[src/rtl/button_debouncer_pkg.sv]
// Shared constants for the alarm-clock button channels: debouncer state
// encodings and the default debounce window.
package button_debouncer_pkg;

  typedef enum logic [1:0] {
    ST_LOW      = 2'b00,
    ST_RISE_CHK = 2'b01,
    ST_HIGH     = 2'b10,
    ST_FALL_CHK = 2'b11
  } deb_state_t;

  // 10 ms at 50 MHz
  localparam int unsigned DEBOUNCE_CYCLES_DEFAULT = 500000;

  // The accepted level is high once a rise is confirmed and stays high while a
  // fall is still being checked.
  function automatic logic level_of(input deb_state_t s);
    return (s == ST_HIGH) || (s == ST_FALL_CHK);
  endfunction

endpackage

[src/rtl/button_debouncer_sync_2ff.sv]
// 1-bit two-flop synchroniser for asynchronous inputs of the alarm design.
// Both stages clear to 0 on reset.
module sync_2ff (
  input  logic clk,
  input  logic rst,
  input  logic i_d,
  output logic o_q
);

  logic r_s1;
  logic r_s2;

  always_ff @(posedge clk or negedge rst) begin
    if (!rst) begin
      r_s1 <= 1'b0;
      r_s2 <= 1'b0;
    end else begin
      r_s1 <= i_d;
      r_s2 <= r_s1;
    end
  end

  assign o_q = r_s2;

endmodule

[src/rtl/button_debouncer.sv]
// Debounces one raw push-button pin into a stable registered level that feeds
// the downstream rising-edge detector.
module button_debouncer
  import button_debouncer_pkg::*;
#(
  parameter int unsigned DEBOUNCE_CYCLES = DEBOUNCE_CYCLES_DEFAULT
) (
  input  logic clk,
  input  logic rst,
  input  logic btn_raw,
  output logic level
);

  localparam int unsigned       CNT_W    = $clog2(DEBOUNCE_CYCLES + 1);
  localparam logic [CNT_W-1:0]  CNT_ONE  = CNT_W'(1);
  localparam logic [CNT_W-1:0]  CNT_LAST = CNT_W'(DEBOUNCE_CYCLES - 1);

  logic             w_s2;
  deb_state_t       r_state;
  deb_state_t       w_state_next;
  logic [CNT_W-1:0] r_cnt;
  logic [CNT_W-1:0] w_cnt_next;
  logic             r_level;

  sync_2ff u_sync (
    .clk (clk),
    .rst (rst),
    .i_d (btn_raw),
    .o_q (w_s2)
  );

  // The first differing sample already counts as one, so a change is accepted
  // on the DEBOUNCE_CYCLES-th consecutive sample.
  always_comb begin
    w_state_next = r_state;
    w_cnt_next   = r_cnt;
    case (r_state)
      ST_LOW: begin
        if (w_s2) begin
          w_state_next = ST_RISE_CHK;
          w_cnt_next   = CNT_ONE;
        end
      end
      ST_RISE_CHK: begin
        if (!w_s2) begin
          w_state_next = ST_LOW;
          w_cnt_next   = '0;
        end else if (r_cnt == CNT_LAST) begin
          w_state_next = ST_HIGH;
          w_cnt_next   = '0;
        end else begin
          w_cnt_next   = r_cnt + CNT_ONE;
        end
      end
      ST_HIGH: begin
        if (!w_s2) begin
          w_state_next = ST_FALL_CHK;
          w_cnt_next   = CNT_ONE;
        end
      end
      ST_FALL_CHK: begin
        if (w_s2) begin
          w_state_next = ST_HIGH;
          w_cnt_next   = '0;
        end else if (r_cnt == CNT_LAST) begin
          w_state_next = ST_LOW;
          w_cnt_next   = '0;
        end else begin
          w_cnt_next   = r_cnt + CNT_ONE;
        end
      end
      default: begin
        w_state_next = ST_LOW;
        w_cnt_next   = '0;
      end
    endcase
  end

  // level is derived from the next state so it changes on the same edge the
  // FSM confirms a transition, without an extra cycle of lag.
  always_ff @(posedge clk or negedge rst) begin
    if (!rst) begin
      r_state <= ST_LOW;
      r_cnt   <= '0;
      r_level <= 1'b0;
    end else begin
      r_state <= w_state_next;
      r_cnt   <= w_cnt_next;
      r_level <= level_of(w_state_next);
    end
  end

  assign level = r_level;

endmodule

[config.mk]
export PLATFORM = sky130hd
export DESIGN_NAME = button_debouncer
export DESIGN_NICKNAME = d
export VERILOG_FILES = /design/src/rtl/button_debouncer_pkg.sv /design/src/rtl/button_debouncer_sync_2ff.sv /design/src/rtl/button_debouncer.sv
export SDC_FILE = /design/constraint.sdc
export NUM_CORES = 1
export LEC_CHECK = 0
export CAP_MARGIN = 5
export CORE_MARGIN = 2
export CORE_UTILIZATION = 63
export CTS_CLUSTER_SIZE = 8
export DETAILED_ROUTE_END_ITERATION = 10
export PLACE_DENSITY = 0.88
export SKIP_CTS_REPAIR_TIMING = 1
export SLEW_MARGIN = 25
export SYNTH_ARGS = -nofsm -noshare
export SYNTH_HDL_FRONTEND = slang
export SYNTH_SLANG_ARGS = --single-unit
export TNS_END_PERCENT = 20
[constraint.sdc]
create_clock -name clk -period 5.4 [get_ports clk]
set_input_delay 1.08 -clock clk [delete_from_list [all_inputs] [get_ports clk]]
set_output_delay 1.08 -clock clk [all_outputs]
set_load 0.03 [all_outputs]
==> results.md, run 1 <==
* Status: completed
* Placed insts at about 160
* Critical Path Start Type: flip-flop
* Worst-Skew Late Latency at around 330 ps
* CP required at 5630 ps
* Hold slack at 371.2 ps
* Vias in the first global route at 1040
* Worst Skew at 2.825 ps
* Largest net degree at the start of global routing at 25
* Pre-CTS setup slack at 2991 ps
* H-tree depth at 1
* Mean post-synth cell area at around 9.4 um2
* Sw Ratio at 0.2235
* Fraction of the mapped netlist area in simple logic gates at 0.2169
* Routed WL at 2684 um
* Count of different cell masters after synthesis at 39
* Wire per inst at 16.47 um
* Initial antenna violation count at 0
* Synthesized flop and latch total at 24
* Sequential element share of the synthesized area at 0.4819
* Sequential group share of total power at 0.549
* Longest Clk Path Bufs at 2
* Core box area at slightly below 0.002 mm2
* Register area at 600.6 um2
* Hold Crit Class: reg2reg
* Clk sink count at 24
* Clock power frac at 0.389
* Die Y at 48.48 um
* Grt total ovfl at 0
* Nets at roughly 140
* Slew margin rel. at 0.5101
* Syn Std Cell Area at 0.001246 mm2
* Cell taking the most area after synthesis: dfrtp_1
* Syn Nets at 137
* First-pass GRT wire length at ~4600 um
* Top FF cell, synth: dfrtp_1
* Peak supply drop at 195.9 uV
* Finished layout cell area at 0.001334 mm2
* GRT Total Usage at 0.2542
* Initial Util at 0.6484
* Layout cells sized above 1 at 0.07353
* Worst Tran Pin Value at 732.2 ps
* Top cell type's share of synthesized area at 0.4819
* Reg2reg setup slack at approximately 2900 ps
* Worst r2r path cells at 5
* Post-route setup slack at 2932 ps
* Max Transition Viols Final at 0
* Lkg Pwr at 0.5474 nW
* Pwr per Cell Area at 256.7 mW/mm2
* Post-Syn Instances at 133
* Vias per Instance at 6.626
* Synth Area in Compound Gates at 0.2219
* Multiplexer share of the synthesized area at 0.01807
* Crit. End Element: flip-flop
* Vias post-DR at 1080
* Die width at about 48 um
* Root Driver: clkbuf_4
* Setup violators final at 0
* Total of max-cap violations at 0
* GPL Wtd Cong at 0.8328
* Area post-placement at 0.001286 mm2
* DRT Pass-1 Iters at 5
* Worst-path maximum fanout at 21
* Final Critical Period at 2468 ps
* Final Cycle Share at 0.4571
* EDFF count, synth at 0
* CP Launch Point: r_cnt[6]
* Synth Area in Adders at 0.01004
* Multi-input gate area at 599.3 um2
* DIE AREA at 0.002350 mm2
* First DRT Iteration DRCs at 64
* Buffers on Ports at 3
* Layout Utilization at 0.6940
* Cell with the most instances after synthesis: dfrtp_1
* N_diodes at 0
* Std cell rows at 16
* Worst Path Arrival at 2700 ps
* Max Clock Freq at 0.4051 GHz
* Top post-synthesis cells by count: 24 x dfrtp_1, 12 x nand2_1, 12 x o21ai_0, 11 x nor2_1, 9 x a21oi_1
* R2r startpoint: r_cnt[6]
* Sw power at 0.07650 mW
* Final hold vios at 0
* Setup TNS at 0 ps
* Fill count at 156
* Gate power share at 0.063
* Unrepaired setup endpoints after global routing: false
* Total CTS buffers at 3
* Post-route insts no fill at approximately 160
* Worst R2R End: r_cnt[3]
* Io pins at 4
* XOR/XNOR Fraction of Synth Area at 0.01406
* CP Capture Point: r_cnt[3]
* Number of remaining DRC errors at 0
* Top cells by area, synth: dfrtp_1 48%, o21ai_0 4.8%, a21oi_1 3.6%
* Yosys warns at 0
* Pint at 0.2659 mW
* Total power at 0.3424 mW
* Critical path class: reg2reg
* Largest family of logic cells by synthesized area: compound AO/OA/AOI/OAI gates
* FFs w/ async S/R, synth at 1.000
* DRT antenna net count at 0
* CTS tree: done
* Dpl hpwl at roughly 1800 um
* P&R area growth vs syn at 7.028%
* Clock-pin slew on the worst setup and hold paths at 140 ps
## kinds of logic after synthesis
family                   count (synthesis)
adder cells (fa/ha/maj)                  1
flip-flops                              24
AO/OA/AOI/OAI                           43
AND/OR/NAND/NOR                         51
multiplexers                             2
XOR/XNOR                                 2
buffers and inverters                   10
## layout by cell type, fill, tap and decap left out, drive strengths merged, types with 2 or more instances in the layout
master / n
a21o: 2
a21oi: 9
a22o: 4
a31oi: 5
and4: 2
clkbuf: 3
clkdlybuf4s50: 2
dfrtp: 24
inv: 6
mux2: 2
nand2: 12
nand3: 8
nand4: 2
nor2: 11
nor3: 4
o21ai: 13
o21bai: 2
o31ai: 2
or3: 3
or4: 2
xor2: 2
## registers in the layout (all words and copies together), names as in the netlist
| name | cells |
|---|---|
| u_sync.r_s1 | 1 |
| r_cnt | 19 |
| r_state | 2 |
| u_sync.o_q | 1 |
| level | 1 |
## layer usage
layer | share of wire | track usage | up-vias
met1 | 0.43 | 0.3445 | 512
met3 | 0.071 | 0.03395 | 12
met5 | 0 | 0 | -
met4 | 0.028 | 0.1286 | 0
met2 | 0.47 | 0.4051 | 58
li1 | - | - | 498
## power by group through the flow
stage                     sequential [mW]  combinational (mW)  clock (mW)
after floorplan                     0.190              0.0145           0
after global placement              0.191              0.0206           0
after detailed placement            0.191              0.0216           0
after CTS                           0.188              0.0217       0.134
after global routing                0.188              0.0243       0.140
final                               0.188              0.0214       0.133
## worst min-delay path by stage
| stage | startpoint | to | slack, ps | cells past startpoint |
|---|---|---|---|---|
| finish | u_sync.r_s1 | u_sync.o_q | 370 | 0 |
| global placement | u_sync.r_s1 | u_sync.o_q | 340 | 0 |
| detailed placement | u_sync.r_s1 | u_sync.o_q | 350 | 0 |
| CTS | u_sync.r_s1 | u_sync.o_q | 380 | 0 |
| floorplan | u_sync.r_s1 | u_sync.o_q | 330 | 0 |
| global route | u_sync.r_s1 | u_sync.o_q | 380 | 0 |
## area by class of cell
cell class,instances,area share
Multi-Input combinational cell,99,0.4493
Timing Repair Buffer,3,0.01876
Sequential cell,24,0.4503
Clock buffer,3,0.01689
Inverter,6,0.01689
Clock inverter,1,0.02251
Tap cell,27,0.02533
## worst max-delay path: stages, from the launching register on
cell and delay, ps:
dfrtp_1 440, or4_1 550, or4_4 560, o21ba_1 400
a21o_1 250, a22o_1 170
No activity file was read; power rests on OpenSTA's default activity.
==> inputs of run 2 (changes only) <==
- CORE_UTILIZATION: 63 -> 53
- PLACE_DENSITY: 0.88 -> 0.79
- clock period: 5.4 -> 2.1 ns (I/O delays scaled with it)
==> results.md, run 2 (synthesized netlist as in run 1, its figures left out) <==
* Core box area at 0.002212 mm2
* First-pass GRT wire length at 4767 um
* Cell Chain, Critical Path: or4_4, or4_4, o21ba_4, a21o_1, a22o_1
* Worst Path Arrival at 2400 ps
* Pint at 0.5687 mW
* Die width at 52.49 um
* CTS tree: done
* DIE AREA at 0.002755 mm2
* Multi-input gate area at 640.6 um2
* Total of max-cap violations at 0
* Failing checks: setup timing
* Top reg by flops: r_cnt
* Critical path class: reg2reg
* Grt total ovfl at 0
* Most common cell after layout, fill and taps aside: dfrtp_1
* Met1 Usage GRT at 0.3161
* Worst Skew at 10.11 ps
* Layout cells sized above 1 at 0.1678
* Crit. End Element: flip-flop
* Io pins at 4
* Std cell rows at 17
* GPL Wtd Cong at 0.9054
* Fill count at 168
* DRT Pass-1 Iters at 4
* Clock power frac at 0.262
* Initial Util at 0.5633
* N_diodes at 0
* Root Driver: clkbuf_4
* Routed WL at 2913 um
* Max Clock Freq at 0.4571 GHz
* Sw Ratio at 0.2394
* Vias post-DR at 1145
* M3 GR Usage at 0.04286
* Peak supply drop at 390.0 uV
* Register area at about 600 um2
* Final hold vios at 0
* Worst-Skew Late Latency at about 310 ps
* Clock-pin slew on the worst setup and hold paths at 130 ps
* Sequential group share of total power at 0.645
* Commonest cells after routing, fill and taps aside: 24 x dfrtp_1, 12 x nand2_1, 12 x o21ai_0, 12 x buf_4, 11 x nor2_1
* Vias in the first global route at 1070
* Max FFs per register at 19
* Slew margin rel. at 0.7510
* Setup violators final at 17
* Status: finished with violations
* Cell at the slowest stage of the critical path: or4_4
* Pre-CTS setup slack at -93.54 ps
* Critical Path Start Type: flip-flop
* Critical path's largest stage delay at between 500 and 600 ps
* Vias per Instance at approximately 6.5
* GRT Total Usage at 0.2350
* Final Critical Period at between 2000 and 2500 ps
* Total CTS buffers at 3
* Buffers on Ports at 3
* First DRT Iteration DRCs at 77
* Worst-path maximum fanout at 6
* Dpl hpwl at 1984 um
* Hold Crit Class: reg2reg
* Grt peak-use layer: met2
* Lkg Pwr at 0.6008 nW
* DRT antenna net count at 0
* Wire per inst at 16.46 um
* Total power at about 0.75 mW
* Post-route setup slack at -87.52 ps
* Most used cell, CP: or4_4
* Max Transition Viols Final at 0
* Unrepaired setup endpoints after global routing: true
* Pwr per Cell Area at 518.7 mW/mm2
* Nets at ~160
* Initial antenna violation count at 0
* P&R area growth vs syn at 15.66%
* Sw power at 0.1790 mW
* Final Cycle Share at 1.042
* Die Y at 52.49 um
* Gate power share at 0.093
* Setup TNS at -939.6 ps
* Number of remaining DRC errors at 0
* M2 GR Usage at 0.3833
* H-tree depth at 1
* CP required at around 2300 ps
* Clk sink count at 24
* Longest Clk Path Bufs at 2
* Worst Tran Pin Value at 372.4 ps
* Layout Utilization at 0.6516
* Largest net degree at the start of global routing at 25
* Largest registers: r_cnt x19, r_state x2
run 2: cell types whose count changed in the layout (fill, tap and decap cells not counted), sizes merged:
cell and delta:
clkdlybuf4s50 +1, bufinv -1, o21ba +2, buf +11
run 2: layer usage:
metal  wire length, um  vias up  part of all wire
li1                  -      528                 -
met1              1211      532              0.42
met2              1387       73              0.48
met3               238       12             0.082
met4                76        0             0.026
met5                 0        -                 0
run 2: worst max-delay path: cells and delay by family (launching register included):
kind | cells | cell delay [ps]
compound gates | 3 | 570
flops | 1 | 450
simple gates | 2 | 1080
run 2: worst paths after layout:
check,from,end,slack [ps],cells past startpoint
worst max register to register,r_cnt[7],r_cnt[3],-90,5
max in group asynchronous,rst,r_cnt[15],1410,2
worst max-delay path,r_cnt[7],r_cnt[3],-90,5
worst min register to register,u_sync.r_s1,u_sync.o_q,370,0
min in group asynchronous,rst,r_cnt[4],450,2
worst min-delay path,u_sync.r_s1,u_sync.o_q,370,0
run 2: final cells by class:
| class | instances | area share |
|---|---|---|
| clock buffer | 3 | 0.01563 |
| tap | 28 | 0.02431 |
| sequential | 24 | 0.4167 |
| multi-input combinational | 101 | 0.4444 |
| timing repair buffer | 15 | 0.08333 |
| inverter | 6 | 0.01563 |
run 2: stage by stage:
step	instance area, um2	hold WS, ps	instances
CTS	1406	375.0	175
global route	1441	394.1	177
floorplan	1252	124.4	133
finish	1441	372.3	177
detailed placement	1384	341.2	172
global placement	1384	344.8	172
run 2: power groups by stage:
| stage | logic, mW | clock network (mW) | registers, mW |
|---|---|---|---|
| 2_1_floorplan | 0.0386 | 0 | 0.488 |
| 6_report | 0.0696 | 0.196 | 0.482 |
| 3_3_place_gp | 0.0620 | 0 | 0.490 |
| 4_1_cts | 0.0652 | 0.202 | 0.482 |
| 3_5_place_dp | 0.0654 | 0 | 0.491 |
| 5_1_grt | 0.0780 | 0.219 | 0.484 |
